$ cat config.mk
export PLATFORM = sky130hd
export DESIGN_NAME = scaler_cfg_ctrl
export DESIGN_NICKNAME = d
export VERILOG_FILES = /design/src/rtl/scaler_cfg_ctrl.sv
export SDC_FILE = /design/constraint.sdc
export NUM_CORES = 1
export LEC_CHECK = 0
export BUFFER_PORTS_ARGS = -buffer_cell sky130_fd_sc_hd__buf_2
export CAP_MARGIN = 40
export CORE_ASPECT_RATIO = 1.5
export CORE_UTILIZATION = 50
export CTS_BUF_LIST = sky130_fd_sc_hd__clkbuf_4
export CTS_CLUSTER_SIZE = 14
export DETAILED_ROUTE_END_ITERATION = 8
export HOLD_SLACK_MARGIN = 0.05
export PLACE_DENSITY = 0.73
export SYNTH_ARGS = -nofsm -noshare
export SYNTH_HDL_FRONTEND = slang
export SYNTH_SLANG_ARGS = --single-unit
$ cat constraint.sdc
create_clock -name clk_in1 -period 2.65 [get_ports clk_in1]
set_input_delay 0.1325 -clock clk_in1 [delete_from_list [all_inputs] [get_ports clk_in1]]
set_output_delay 0.1325 -clock clk_in1 [all_outputs]
set_load 0.02 [all_outputs]
$ cat src/rtl/scaler_cfg_ctrl.sv
// scaler_cfg_ctrl: range-checks resolution requests and applies them to the scaler at frame end or on watchdog timeout
module scaler_cfg_ctrl #(
  parameter logic [11:0] DEF_W       = 12'd1920,
  parameter logic [11:0] DEF_H       = 12'd1080,
  parameter logic [11:0] MIN_W       = 12'd64,
  parameter logic [11:0] MAX_W       = 12'd2560,
  parameter logic [11:0] MIN_H       = 12'd48,
  parameter logic [11:0] MAX_H       = 12'd1440,
  parameter logic [23:0] TIMEOUT_CYC = 24'd3_000_000
) (
  input  logic        clk_in1,
  input  logic        rst,
  input  logic        req_valid,
  input  logic [11:0] req_width,
  input  logic [11:0] req_height,
  output logic        req_ready,
  input  logic        per_img_vsync,
  output logic [11:0] c_dst_img_width,
  output logic [11:0] c_dst_img_height,
  output logic        cfg_done,
  output logic        cfg_err,
  output logic        cfg_timeout,
  output logic        cfg_busy,
  output logic [7:0]  apply_cnt
);
  typedef enum logic {IDLE, WAIT_BLANK} state_t;
  state_t      state_q, state_d;
  logic [11:0] pend_w_q, pend_w_d, pend_h_q, pend_h_d, dst_w_q, dst_w_d, dst_h_q, dst_h_d;
  logic [23:0] wd_q, wd_d;
  logic [7:0]  cnt_q, cnt_d;
  logic        vsync_d_q, done_q, done_d, err_q, err_d, to_q, to_d;
  logic        fe, wd_hit, apply, in_range, acc_ok;
  assign req_ready        = ~rst;
  assign c_dst_img_width  = dst_w_q;
  assign c_dst_img_height = dst_h_q;
  assign cfg_done         = done_q;
  assign cfg_err          = err_q;
  assign cfg_timeout      = to_q;
  assign cfg_busy         = state_q == WAIT_BLANK;
  assign apply_cnt        = cnt_q;
  always_comb begin
    fe       = vsync_d_q & ~per_img_vsync;
    wd_hit   = wd_q == TIMEOUT_CYC - 24'd1;
    apply    = (state_q == WAIT_BLANK) & (fe | wd_hit);
    in_range = req_width >= MIN_W && req_width <= MAX_W && req_height >= MIN_H && req_height <= MAX_H;
    acc_ok   = req_valid & req_ready & in_range;
    err_d    = req_valid & req_ready & ~in_range;
    state_d  = acc_ok ? WAIT_BLANK : (apply ? IDLE : state_q);
    pend_w_d = acc_ok ? req_width : pend_w_q;
    pend_h_d = acc_ok ? req_height : pend_h_q;
    wd_d     = (acc_ok || state_d == IDLE) ? 24'd0 : wd_q + 24'(wd_q != '1);
    dst_w_d  = apply ? pend_w_q : dst_w_q;
    dst_h_d  = apply ? pend_h_q : dst_h_q;
    done_d   = apply;
    to_d     = apply & ~fe;
    cnt_d    = cnt_q + 8'(apply);
  end
  always_ff @(posedge clk_in1) begin
    if (rst) begin
      state_q   <= IDLE;
      pend_w_q  <= DEF_W;
      pend_h_q  <= DEF_H;
      dst_w_q   <= DEF_W;
      dst_h_q   <= DEF_H;
      wd_q      <= '0;
      cnt_q     <= '0;
      vsync_d_q <= 1'b0;
      done_q    <= 1'b0;
      err_q     <= 1'b0;
      to_q      <= 1'b0;
    end else begin
      state_q   <= state_d;
      pend_w_q  <= pend_w_d;
      pend_h_q  <= pend_h_d;
      dst_w_q   <= dst_w_d;
      dst_h_q   <= dst_h_d;
      wd_q      <= wd_d;
      cnt_q     <= cnt_d;
      vsync_d_q <= per_img_vsync;
      done_q    <= done_d;
      err_q     <= err_d;
      to_q      <= to_d;
    end
  end
endmodule
==> results of run 1 <==
-- logic make-up (layout without fill, tap and decap cells) --
kind of cell	count (synthesis)	after routing	synth area share
simple gates	162	162	0.2373
flops	85	85	0.4651
mux	47	47	0.1501
xor+xnor	28	28	0.06703
buf+inv	28	121	0.03557
compound gates	8	8	0.02770
fa+ha+maj	5	5	0.01710
-- cells in the mapped netlist (2+ instances only) --
master    instances
mux2i_1          17
buf_6             2
clkbuf_1          9
ha_1              5
nor3_1           30
nand4_1           6
and3_1            8
mux2_4           11
nor4_1            5
nand3_1          19
and4_1            3
xnor2_1          10
xor2_1           18
dfxtp_1          85
inv_1            10
buf_2             5
nor3b_1           3
mux2_2           19
nand2_1          17
nor2b_1          34
nor2_1           32
-- through the flow --
stage               setup WS, ns    util  std cells  instance area [µm²]  total power [W]
floorplan                 0.4382       -        363                 3659         0.001401
global placement          0.3417  0.5797        512                 4053         0.001444
detailed placement        0.2583  0.5797        512                 4053         0.001447
CTS                       0.2379  0.6408        553                 4479         0.002358
global route             0.02675  0.6415        553                 4484         0.002425
finish                    0.2465  0.6415        553                 4484         0.002342
-- cell type report --
class,instances,area share
clock buffers,10,0.01674
clock inverters,6,0.02260
multi-input cells,250,0.4085
repair buffers,95,0.1373
inverters,10,0.008371
flip-flops and latches,85,0.3795
well taps,97,0.02706
-- flip-flops by register name (all words and copies together), names as in the netlist, 8 cells and up --
register	flops
apply_cnt	8
c_dst_img_height	12
c_dst_img_width	12
wd_q	24
pend_w_q	12
pend_h_q	12
-- repair_timing --
item,in CTS,in global routing
hold endpoints to repair,26,0
gates resized for setup,0,1
endpoints found under the setup margin,0,5
hold buffers,25,0
-- worst max-delay path: cells and delay by family (launching register included) --
| kind | cells | cell delay (ns) |
|---|---|---|
| DFF | 1 | 0.41 |
| xor gates and xnor gates | 1 | 0.15 |
| adders and majority gates | 2 | 0.46 |
| buffers and inverters | 1 | 0.16 |
| and+or+nand+nor | 8 | 1.12 |
-- report_power, final --
part | switching, W | internal [W]
logic | 0.0000763 | 0.0000752
clock network | 0.000412 | 0.000480
registers | 0.00000448 | 0.00129
-- worst max path at each step --
stage,end,depth (start not counted),slack (ns)
after global placement,wd_q[16],12,0.34
after detailed placement,wd_q[16],12,0.26
after CTS,wd_q[16],12,0.24
final,wd_q[16],12,0.25
after global routing,wd_q[18],12,0.03
after floorplan,apply_cnt[5],12,0.44
-- per-layer routing --
metal | share of wire | up-vias | GRT usage
li1 | - | 1427 | -
met1 | 0.40 | 1347 | 0.2293
met2 | 0.54 | 68 | 0.4090
met5 | 0 | - | 0
met3 | 0.039 | 13 | 0.05263
met4 | 0.019 | 0 | 0.09244
==> summary.md, run 1 <==
| Metric | Value |
|---|---|
| Outcome | finished, final reports clean |
| Least-Margin Pin Slew | 0.5605 ns |
| Gr ovfl total | 0 |
| Yosys warning count | 0 |
| Most frequent cells in the layout | dfxtp_1 (85), buf_2 (64), nor2b_1 (34) |
| Hpwl dp | 5008 µm |
| Worst flop-to-flop path startpoint | wd_q[9] |
| Total iterations of the first detailed-routing run | 4 |
| Hold Crit Endpoint | pend_h_q[11] |
| CP Capture Type | register |
| Critical path origin | wd_q[9] |
| Starting DRT DRC Count | approximately 150 |
| Syn Nets | 396 |
| # setup viols final | 0 |
| Register area share after synthesis | 0.4651 |
| Reg2Reg Setup Slack | 0.25 ns |
| Post-synthesis instance area | 3659 µm² |
| Ratio of cells with drive above 1 in the final layout | 0.2654 |
| Top cell type's share of synthesized area | 0.4651 |
| Min Tclk post-route | about 2.4 ns |
| Placer Congestion | ~0.89 |
| Final wirelength | 7701 µm |
| PwrDens | 522.2 nW/µm² |
| Area grow syn2layout | 22.57% |
| Max Cap Violations | 0 |
| Required time worst endpoint | 2.96 ns |
| Cell Rows | 37 |
| Tightest Hold Check Type | in2reg |
| CTS tree | yes |
| DIE WIDTH | 71.84 µm |
| Vias in the first global route | ~2900 |
| Clock transition at path regs | 0.12 ns |
| Area leader, netlist | dfxtp_1 |
| Synthesis-stage register bit count | 85 |
| Area contributors post-synth | dfxtp_1 (47%), mux2_2 (5.8%), nor2b_1 (5.8%) |
| Setup Skew | 0.01082 ns |
| Crit-path max FO | 7 |
| Final worst hold slack | 0.1647 ns |
| Vias per std cell | 5.163 |
| Clock Tree Root | clkbuf_4 |
| Initial core utilization | 0.5234 |
| DIE HEIGHT | 106.8 µm |
| Initial antenna violation count | 0 |
| Drt drc | 0 |
| WL/cell | around 14 µm |
| Startpoint Class | register |
| Ys async rst share | 0 |
| H-tree lvl count | 3 |
| Area of the multi-input gates | 1832 µm² |
| Reg area | 1702 µm² |
| I/O pin total | 65 |
| Clock Tree Buf Depth | 2 |
| Worst VDD drop | 0.3943 mV |
| Final hold viol count | 0 |
| Maximum clock frequency | 416.1 MHz |
| Fin crit share | 0.9070 |
| Worst hold path startpoint | rst |
| Port bufs | 64 |
| Crit-path max cell delay | 0.41 ns |
| Total Nets Final | 484 |
| Largest net degree at the start of global routing | 56 |
| Core area | 6990 µm² |
| CP max-delay cell | dfxtp_1 |
| Worst R2R Path Depth | 12 |
| P_leak | 1.998 nW |
| Synth unique cells | 36 |
| First-pass GRT wire length | about 13000 µm |
| Commonest non-fill, non-tap cell in the layout | dfxtp_1 |
| Syn_area_per_cell | 10.08 µm² |
| Filler cells | 588 |
| Full die area | 7670 µm² |
| Worst setup path class | reg2reg |
| Antenna cell count | 0 |
| Critical path cell sequence | and3_4 > nand3_1 > nor4_1 > nand3_1 > ha_1 > ha_1 > nand2_1 > nor3_1 > buf_4 > nand4_1 > xor2_1 > nor3_1 |
| Vias after detailed routing | between 2000 and 3000 |
| ANT nets after route | 0 |
| TritonCTS Buffers | 9 |
| Post-CTS Setup Bufs | 0 |
| WHS Path Cells | 4 |
| Clk sinks | 85 |
| Post-synthesis cell count | roughly 360 |
| Worst skew pair latency | 0.42 ns |
| GRT Resource Usage Total | 0.2195 |
| Number of flops mapped to enable cells by yosys | 0 |
| Total negative setup slack | 0 ns |
| Main synth FF type | dfxtp_1 |
| RSZ-0062 raised after global routing | no |
| Crit path DAT | 2.71 ns |
| Worst R2R End | wd_q[16] |
| Final Max Tran Viols | 0 |
| Relative slew slack | 0.6263 |
Power figures use the tool's default switching activity.
==> inputs of run 2 (changes only) <==
--- a/config.mk
+++ b/config.mk
@@ -5,6 +5,7 @@
 export SDC_FILE = /design/constraint.sdc
 export NUM_CORES = 1
 export LEC_CHECK = 0
+export ABC_CLOCK_PERIOD_IN_PS = 2050
 export BUFFER_PORTS_ARGS = -buffer_cell sky130_fd_sc_hd__buf_2
 export CAP_MARGIN = 40
 export CORE_ASPECT_RATIO = 1.5
@@ -13,7 +14,8 @@
 export CTS_CLUSTER_SIZE = 14
 export DETAILED_ROUTE_END_ITERATION = 8
 export HOLD_SLACK_MARGIN = 0.05
-export PLACE_DENSITY = 0.73
+export PLACE_DENSITY = 0.75
+export SLEW_MARGIN = 15
 export SYNTH_ARGS = -nofsm -noshare
 export SYNTH_HDL_FRONTEND = slang
 export SYNTH_SLANG_ARGS = --single-unit
==> constraint.sdc (replaced) <==
create_clock -name clk_in1 -period 2.05 [get_ports clk_in1]
set_input_delay 0.1025 -clock clk_in1 [delete_from_list [all_inputs] [get_ports clk_in1]]
set_output_delay 0.1025 -clock clk_in1 [all_outputs]
set_load 0.02 [all_outputs]
==> run 2 against run 1 <==
Compared with the run above:
- the run now ends with setup timing left
- maximum frequency increased by 16%
- utilization increased by 6.5 points
- wire length increased by 15%
- flip-flop and latch count unchanged
- first-iteration DRC count decreased by 35%
- clock-buffer cell count unchanged
- cell area increased by 10%
- combinational power increased by 44%
- clock power decreased by 14%
- largest power group unchanged
==> summary.md, run 2 (synthesis gave the netlist of run 1 again) <==
| Metric | Value |
|---|---|
| Crit path DAT | 2.45 ns (-0.26 ns) |
| Worst skew pair latency | 0.45 ns (+0.03 ns) |
| Final Util | 0.7063 (+0.06479) |
| Max reg flops | 24 (unchanged) |
| RSZ-0062 raised after global routing | yes |
| ANT nets after route | 0 (unchanged) |
| # setup viols final | 1 (+1) |
| DIE HEIGHT | 106.8 µm (unchanged) |
| CTS tree | yes |
| I/O pin total | 65 (unchanged) |
| Outcome | complete, but fails checks |
| DIE WIDTH | 71.84 µm (unchanged) |
| Area of the multi-input gates | 2023 µm² (+10%) |
| Worst setup path class | reg2reg |
| Vias per std cell | 5.172 (+0.19%) |
| GRT Resource Usage Total | 0.2302 (+0.01070) |
| Ratio of cells with drive above 1 in the final layout | 0.3845 (+0.1191) |
| Top reg by flops | wd_q |
| Cell family with most CP delay | simple AND/OR/NAND/NOR gates |
| TritonCTS Buffers | 9 (unchanged) |
| Filler cells | 517 (-12%) |
| Setup Skew | 0.01600 ns (+0.005177 ns) |
| Vias in the first global route | 2985 (+3.9%) |
| Total negative setup slack | -0.02122 ns (-0.02122 ns) |
| Crit-path max cell delay | 0.38 ns (-0.03 ns) |
| Clock Tree Buf Depth | 2 (unchanged) |
| Initial antenna violation count | 0 (unchanged) |
| Most frequent cells in the layout | dfxtp_1 (74), buf_2 (60), buf_4 (37) |
| P_leak | 2.228 nW (+11%) |
| CP max-delay cell | dfxtp_4 |
| Commonest non-fill, non-tap cell in the layout | dfxtp_1 |
| PwrDens | 538.8 nW/µm² (+3.2%) |
| Hpwl dp | 5356 µm (+6.9%) |
| Final wirelength | 8868 µm (+15%) |
| Worst Path Buf+Inv | 0 (-1) |
| Tightest Hold Check Type | in2reg |
| Crit-path max FO | 7 (unchanged) |
| Final worst slack | -0.02122 ns (-0.2677 ns) |
| Port bufs | 64 (unchanged) |
| First-pass GRT wire length | 13620 µm (+5.1%) |
| Logic gate share of total power | 0.081 (+0.016) |
| Area grow syn2layout | 34.95% |
| Core area | 6990 µm² (unchanged) |
| Final worst hold slack | 0.05514 ns (-0.1095 ns) |
| Clock Tree Root | clkbuf_4 |
| Worst VDD drop | 0.4600 mV (+17%) |
| Critical path cell sequence | and3_4 > nand2_4 > nor4_4 > nand3_2 > ha_4 > ha_4 > nand2_4 > nor3_4 > nand4_1 > xor2_1 > nor3_1 |
| Total Nets Final | 518 (+7.0%) |
| Drt drc | 0 (unchanged) |
| Starting DRT DRC Count | 97 (-35%) |
| Final hold viol count | 0 (unchanged) |
| Max Cap Violations | 0 (unchanged) |
| Final Non-Filler Cells | 586 (+6.0%) |
| Switch share | 0.2410 (+0.03036) |
| Clock transition at path regs | 0.13 ns (about the same) |
| Clk sinks | 85 (unchanged) |
| Full die area | 7670 µm² (unchanged) |
| Clock power frac | 0.289 (-0.092) |
| CP Capture Type | register |
| Final Max Tran Viols | 0 (unchanged) |
| Reg area | 1723 µm² (+1.2%) |
| Placed Cells | 528 (+3.1%) |
| Initial core utilization | 0.5234 (unchanged) |
| WL/cell | 15.13 µm (+8.7%) |
| Internal | 0.002019 W (+9.2%) |
| Violated checks | setup timing |
| Seq pwr share | 0.629 (+0.075) |
| Relative slew slack | 0.6341 (+0.007741) |
| Largest net degree at the start of global routing | 56 (unchanged) |
| Startpoint Class | register |
| H-tree lvl count | 3 (unchanged) |
| Maximum clock frequency | 482.8 MHz (+16%) |
| Gr ovfl total | 0 (unchanged) |
| Psw | 0.0006410 W (+30%) |
| Total iterations of the first detailed-routing run | 5 (+1) |
| Cell Rows | 37 (unchanged) |
| Power Total | 0.002660 W (+14%) |
| Placer Congestion | 0.8705 (-1.7%) |
| Least-Margin Pin Slew | 0.5489 ns (-0.01161 ns) |
| Vias after detailed routing | 3031 (+6.2%) |
| Min Tclk post-route | 2.071 ns (-0.3323 ns) |
| Fin crit share | 1.010 (+0.1034) |
| Antenna cell count | 0 (unchanged) |
| Required time worst endpoint | 2.43 ns (-0.53 ns) |
==> run 2: worst reg2reg max path, stage by stage, from the launching register on <==
cell     delay, ns
dfxtp_4       0.38
and3_4        0.16
nand2_4       0.08
nor4_4        0.05
nand3_2       0.11
ha_4          0.16
ha_4          0.14
nand2_4       0.05
nor3_4        0.35
nand4_1       0.16
xor2_1        0.19
nor3_1        0.17
==> run 2: final timing paths <==
| kind | cells after the start | slack [ns] | from | endpoint |
|---|---|---|---|---|
| min reg2reg | 2 | 0.45 | pend_h_q[11] | pend_h_q[11] |
| max reg2reg | 11 | -0.02 | wd_q[4] | wd_q[16] |
| min | 3 | 0.06 | req_height[3] | pend_h_q[3] |
| max | 11 | -0.02 | wd_q[4] | wd_q[16] |
==> run 2: repair_timing <==
item / in CTS / in global routing
hold buffers: 25 / 2
setup buffers: 0 / 20
pin swaps: 1 / 23
setup endpoints to repair: 14 / 37
resized for setup: 7 / 45
hold endpoints to repair: 27 / 2
==> run 2: per-layer routing <==
layer | wire length [µm] | vias to the layer above | global-route usage
met1 | 3237 | 1446 | 0.2325
met2 | 5060 | 67 | 0.4380
met3 | 311 | 24 | 0.05827
met5 | 0 | - | 0
met4 | 259 | 0 | 0.09244
li1 | - | 1494 | -
==> run 2: layout make-up <==
cell class | instances | share of cell area
Multi-Input combinational cell | 250 | 0.4098
Sequential cell | 85 | 0.3490
Timing Repair Buffer | 129 | 0.1901
Tap cell | 97 | 0.02458
Clock buffer | 10 | 0.01521
Inverter | 10 | 0.007603
Clock inverter | 5 | 0.003801
==> run 2: stage by stage <==
step | setup WS (ns) | area, µm²
floorplan | 0.01679 | 3687
global placement | -0.007526 | 4223
detailed placement | -0.09167 | 4223
CTS | -0.008543 | 4588
global route | -0.1129 | 4937
finish | -0.02122 | 4937
==> run 2: power by group through the flow <==
stage          combinational (W)  sequential, W  clock, W
6_report                0.000217        0.00167  0.000770
5_1_grt                 0.000235        0.00168  0.000863
4_1_cts                 0.000196        0.00168  0.000791
3_5_place_dp            0.000159        0.00172         0
3_3_place_gp            0.000156        0.00171         0
2_1_floorplan          0.0000943        0.00172         0
==> inputs of run 3 (changes only) <==
--- a/config.mk
+++ b/config.mk
@@ -15,6 +15,7 @@
 export DETAILED_ROUTE_END_ITERATION = 8
 export HOLD_SLACK_MARGIN = 0.05
 export PLACE_DENSITY = 0.75
+export SETUP_SLACK_MARGIN = 0.05
 export SLEW_MARGIN = 15
 export SYNTH_ARGS = -nofsm -noshare
 export SYNTH_HDL_FRONTEND = slang
==> run 3 against run 2 <==
Compared with the run above:
- the flow still finishes with violations (setup timing)
- maximum frequency decreased by 6.0%
- cell area increased by 5.5%
- first-iteration DRC count increased by 27%
- non-clock buffer count increased by 10
- global-route usage increased by 0.39 points
- hold slack improved by 0.014 ns
- sequential share of layout area decreased by 2.1 points
- via count increased by 2.9%
- largest cell class unchanged
- highest routed layer unchanged
==> summary.md, run 3 (synthesis gave the netlist of run 1 again) <==
| Metric | Value |
|---|---|
| Port bufs | 64 (unchanged) |
| DIE HEIGHT | 106.8 µm (unchanged) |
| Initial core utilization | 0.5234 (unchanged) |
| Startpoint Class | register |
| Area grow syn2layout | 42.41% |
| H-tree lvl count | 3 (unchanged) |
| Crit path DAT | 2.52 ns (+0.07 ns) |
| PwrDens | 544.7 nW/µm² (+1.1%) |
| GRT Resource Usage Total | 0.2340 (+0.003854) |
| Worst skew pair latency | 0.44 ns (about the same) |
| P_leak | 2.351 nW (+5.5%) |
| First-pass GRT wire length | 13770 µm (+1.1%) |
| Placed Cells | 540 (+2.3%) |
| Largest net degree at the start of global routing | 56 (unchanged) |
| Violated checks | setup timing |
| Clock transition at path regs | 0.12 ns (about the same) |
| Commonest non-fill, non-tap cell in the layout | dfxtp_1 |
| Final hold viol count | 0 (unchanged) |
| CTS tree | yes |
| Full die area | 7670 µm² (unchanged) |
| Worst setup path class | reg2reg |
| ANT nets after route | 0 (unchanged) |
| CP Capture Type | register |
| Final wirelength | 9314 µm (+5.0%) |
| Critical path cell sequence | and3_4 > nand2_4 > nor4_4 > nand3_2 > ha_4 > ha_4 > nand2_4 > nor3_4 > buf_6 > nand2_2 > xor2_1 > nor3_1 |
| # setup viols final | 13 (+12) |
| Outcome | complete, but fails checks |
| Starting DRT DRC Count | 123 (+27%) |
| Relative slew slack | 0.6307 (-0.003325) |
| Max Cap Violations | 0 (unchanged) |
| Worst R2R Path Depth | 12 (+1) |
| RSZ-0062 raised after global routing | yes |
| Top reg by flops | wd_q |
| Maximum clock frequency | 454.1 MHz (-6.0%) |
| Total negative setup slack | -0.6775 ns (-0.6563 ns) |
| Worst Path Buf+Inv | 1 (+1) |
| WP depth | 12 (+1) |
| Hpwl dp | 5205 µm (-2.8%) |
| Clock Tree Buf Depth | 2 (unchanged) |
| Cell family with most CP delay | simple AND/OR/NAND/NOR gates |
| Crit-path max cell delay | 0.36 ns (-0.02 ns) |
| Ratio of cells with drive above 1 in the final layout | 0.4260 (+0.04154) |
| Total iterations of the first detailed-routing run | 5 (unchanged) |
| Crit-path max FO | 4 (-3) |
| Fin crit share | 1.074 (+0.06395) |
| Setup Skew | 0.01035 ns (-0.005654 ns) |
| Final Non-Filler Cells | 597 (+1.9%) |
| Core area | 6990 µm² (unchanged) |
| DIE WIDTH | 71.84 µm (unchanged) |
| Final Util | 0.7453 (+0.03902) |
| Gr ovfl total | 0 (unchanged) |
| Initial antenna violation count | 0 (unchanged) |
| I/O pin total | 65 (unchanged) |
| Most frequent cells in the layout | dfxtp_1 (78), buf_2 (59), buf_4 (43) |
| Clk sinks | 85 (unchanged) |
| Least-Margin Pin Slew | 0.5539 ns (+0.004988 ns) |
| Tightest Hold Check Type | in2reg |
| Vias in the first global route | 2963 (-0.74%) |
| Drt drc | 0 (unchanged) |
| Placer Congestion | 0.9006 (+3.5%) |
| Final Max Tran Viols | 0 (unchanged) |
| Area post-placement | 4314 µm² (+2.2%) |
| Vias after detailed routing | 3118 (+2.9%) |
| Clock Tree Root | clkbuf_4 |
| WHS Path Cells | 3 (unchanged) |
| Total Nets Final | 528 (+1.9%) |
| Antenna cell count | 0 (unchanged) |
| CP max-delay cell | dfxtp_2 |
| Worst VDD drop | 0.5966 mV (+30%) |
| Cell Rows | 37 (unchanged) |
| Fin area | 5210 µm² (+5.5%) |
| WL/cell | 15.60 µm (+3.1%) |
| Required time worst endpoint | 2.37 ns (-0.06 ns) |
| TritonCTS Buffers | 9 (unchanged) |
| Max reg flops | 24 (unchanged) |
| Final worst slack | -0.1523 ns (-0.1311 ns) |
| Final worst hold slack | 0.06941 ns (+0.01427 ns) |
| Min Tclk post-route | 2.202 ns (+0.1311 ns) |
| Vias per std cell | 5.223 (+0.97%) |
run 3: layout make-up:
class	instances	area, µm²
fillers	451	1780
repair buffers	139	1045
clock buffers	10	75.07
inverters	10	37.54
well taps	97	121.4
multi-input cells	250	2167
clock inverters	6	53.80
flip-flops and latches	85	1710
run 3: stage by stage:
stage,setup WS [ns],power (W)
after floorplan,0.05230,0.001812
after CTS,0.03903,0.002833
final,-0.1523,0.002838
after detailed placement,-0.07839,0.001875
after global routing,-0.2333,0.002959
after global placement,-0.005605,0.001872
run 3: worst paths after layout:
check                                    from  slack [ns]            to
worst max-delay path                  wd_q[5]       -0.15      wd_q[10]
worst min-delay path            req_height[3]        0.07   pend_h_q[3]
worst max register to register        wd_q[5]       -0.15      wd_q[10]
worst min register to register   pend_h_q[11]        0.45  pend_h_q[11]
run 3: what timing repair did:
item,in CTS,in global routing
setup endpoints to repair,15,55
pin swaps,17,33
setup buffers,5,17
hold buffers,25,3
hold endpoints to repair,27,3
resized for setup,24,52
run 3: power by group:
| part | switching [W] | internal [W] | total (W) |
|---|---|---|---|
| logic | 0.000109 | 0.000116 | 0.000224 |
| registers | 0.00000616 | 0.00167 | 0.00168 |
| clock network | 0.000564 | 0.000372 | 0.000936 |
run 3: worst min-delay path, delay by kind of cell:
family	cells	cell delay, ns
buffers and inverters	2	0.26
multiplexers	1	0.10
run 3: routing by layer:
| metal | GRT usage | share of wire |
|---|---|---|
| met1 | 0.2573 | 0.38 |
| met2 | 0.4185 | 0.55 |
| met3 | 0.06673 | 0.042 |
| met4 | 0.08964 | 0.024 |
| met5 | 0 | 0 |
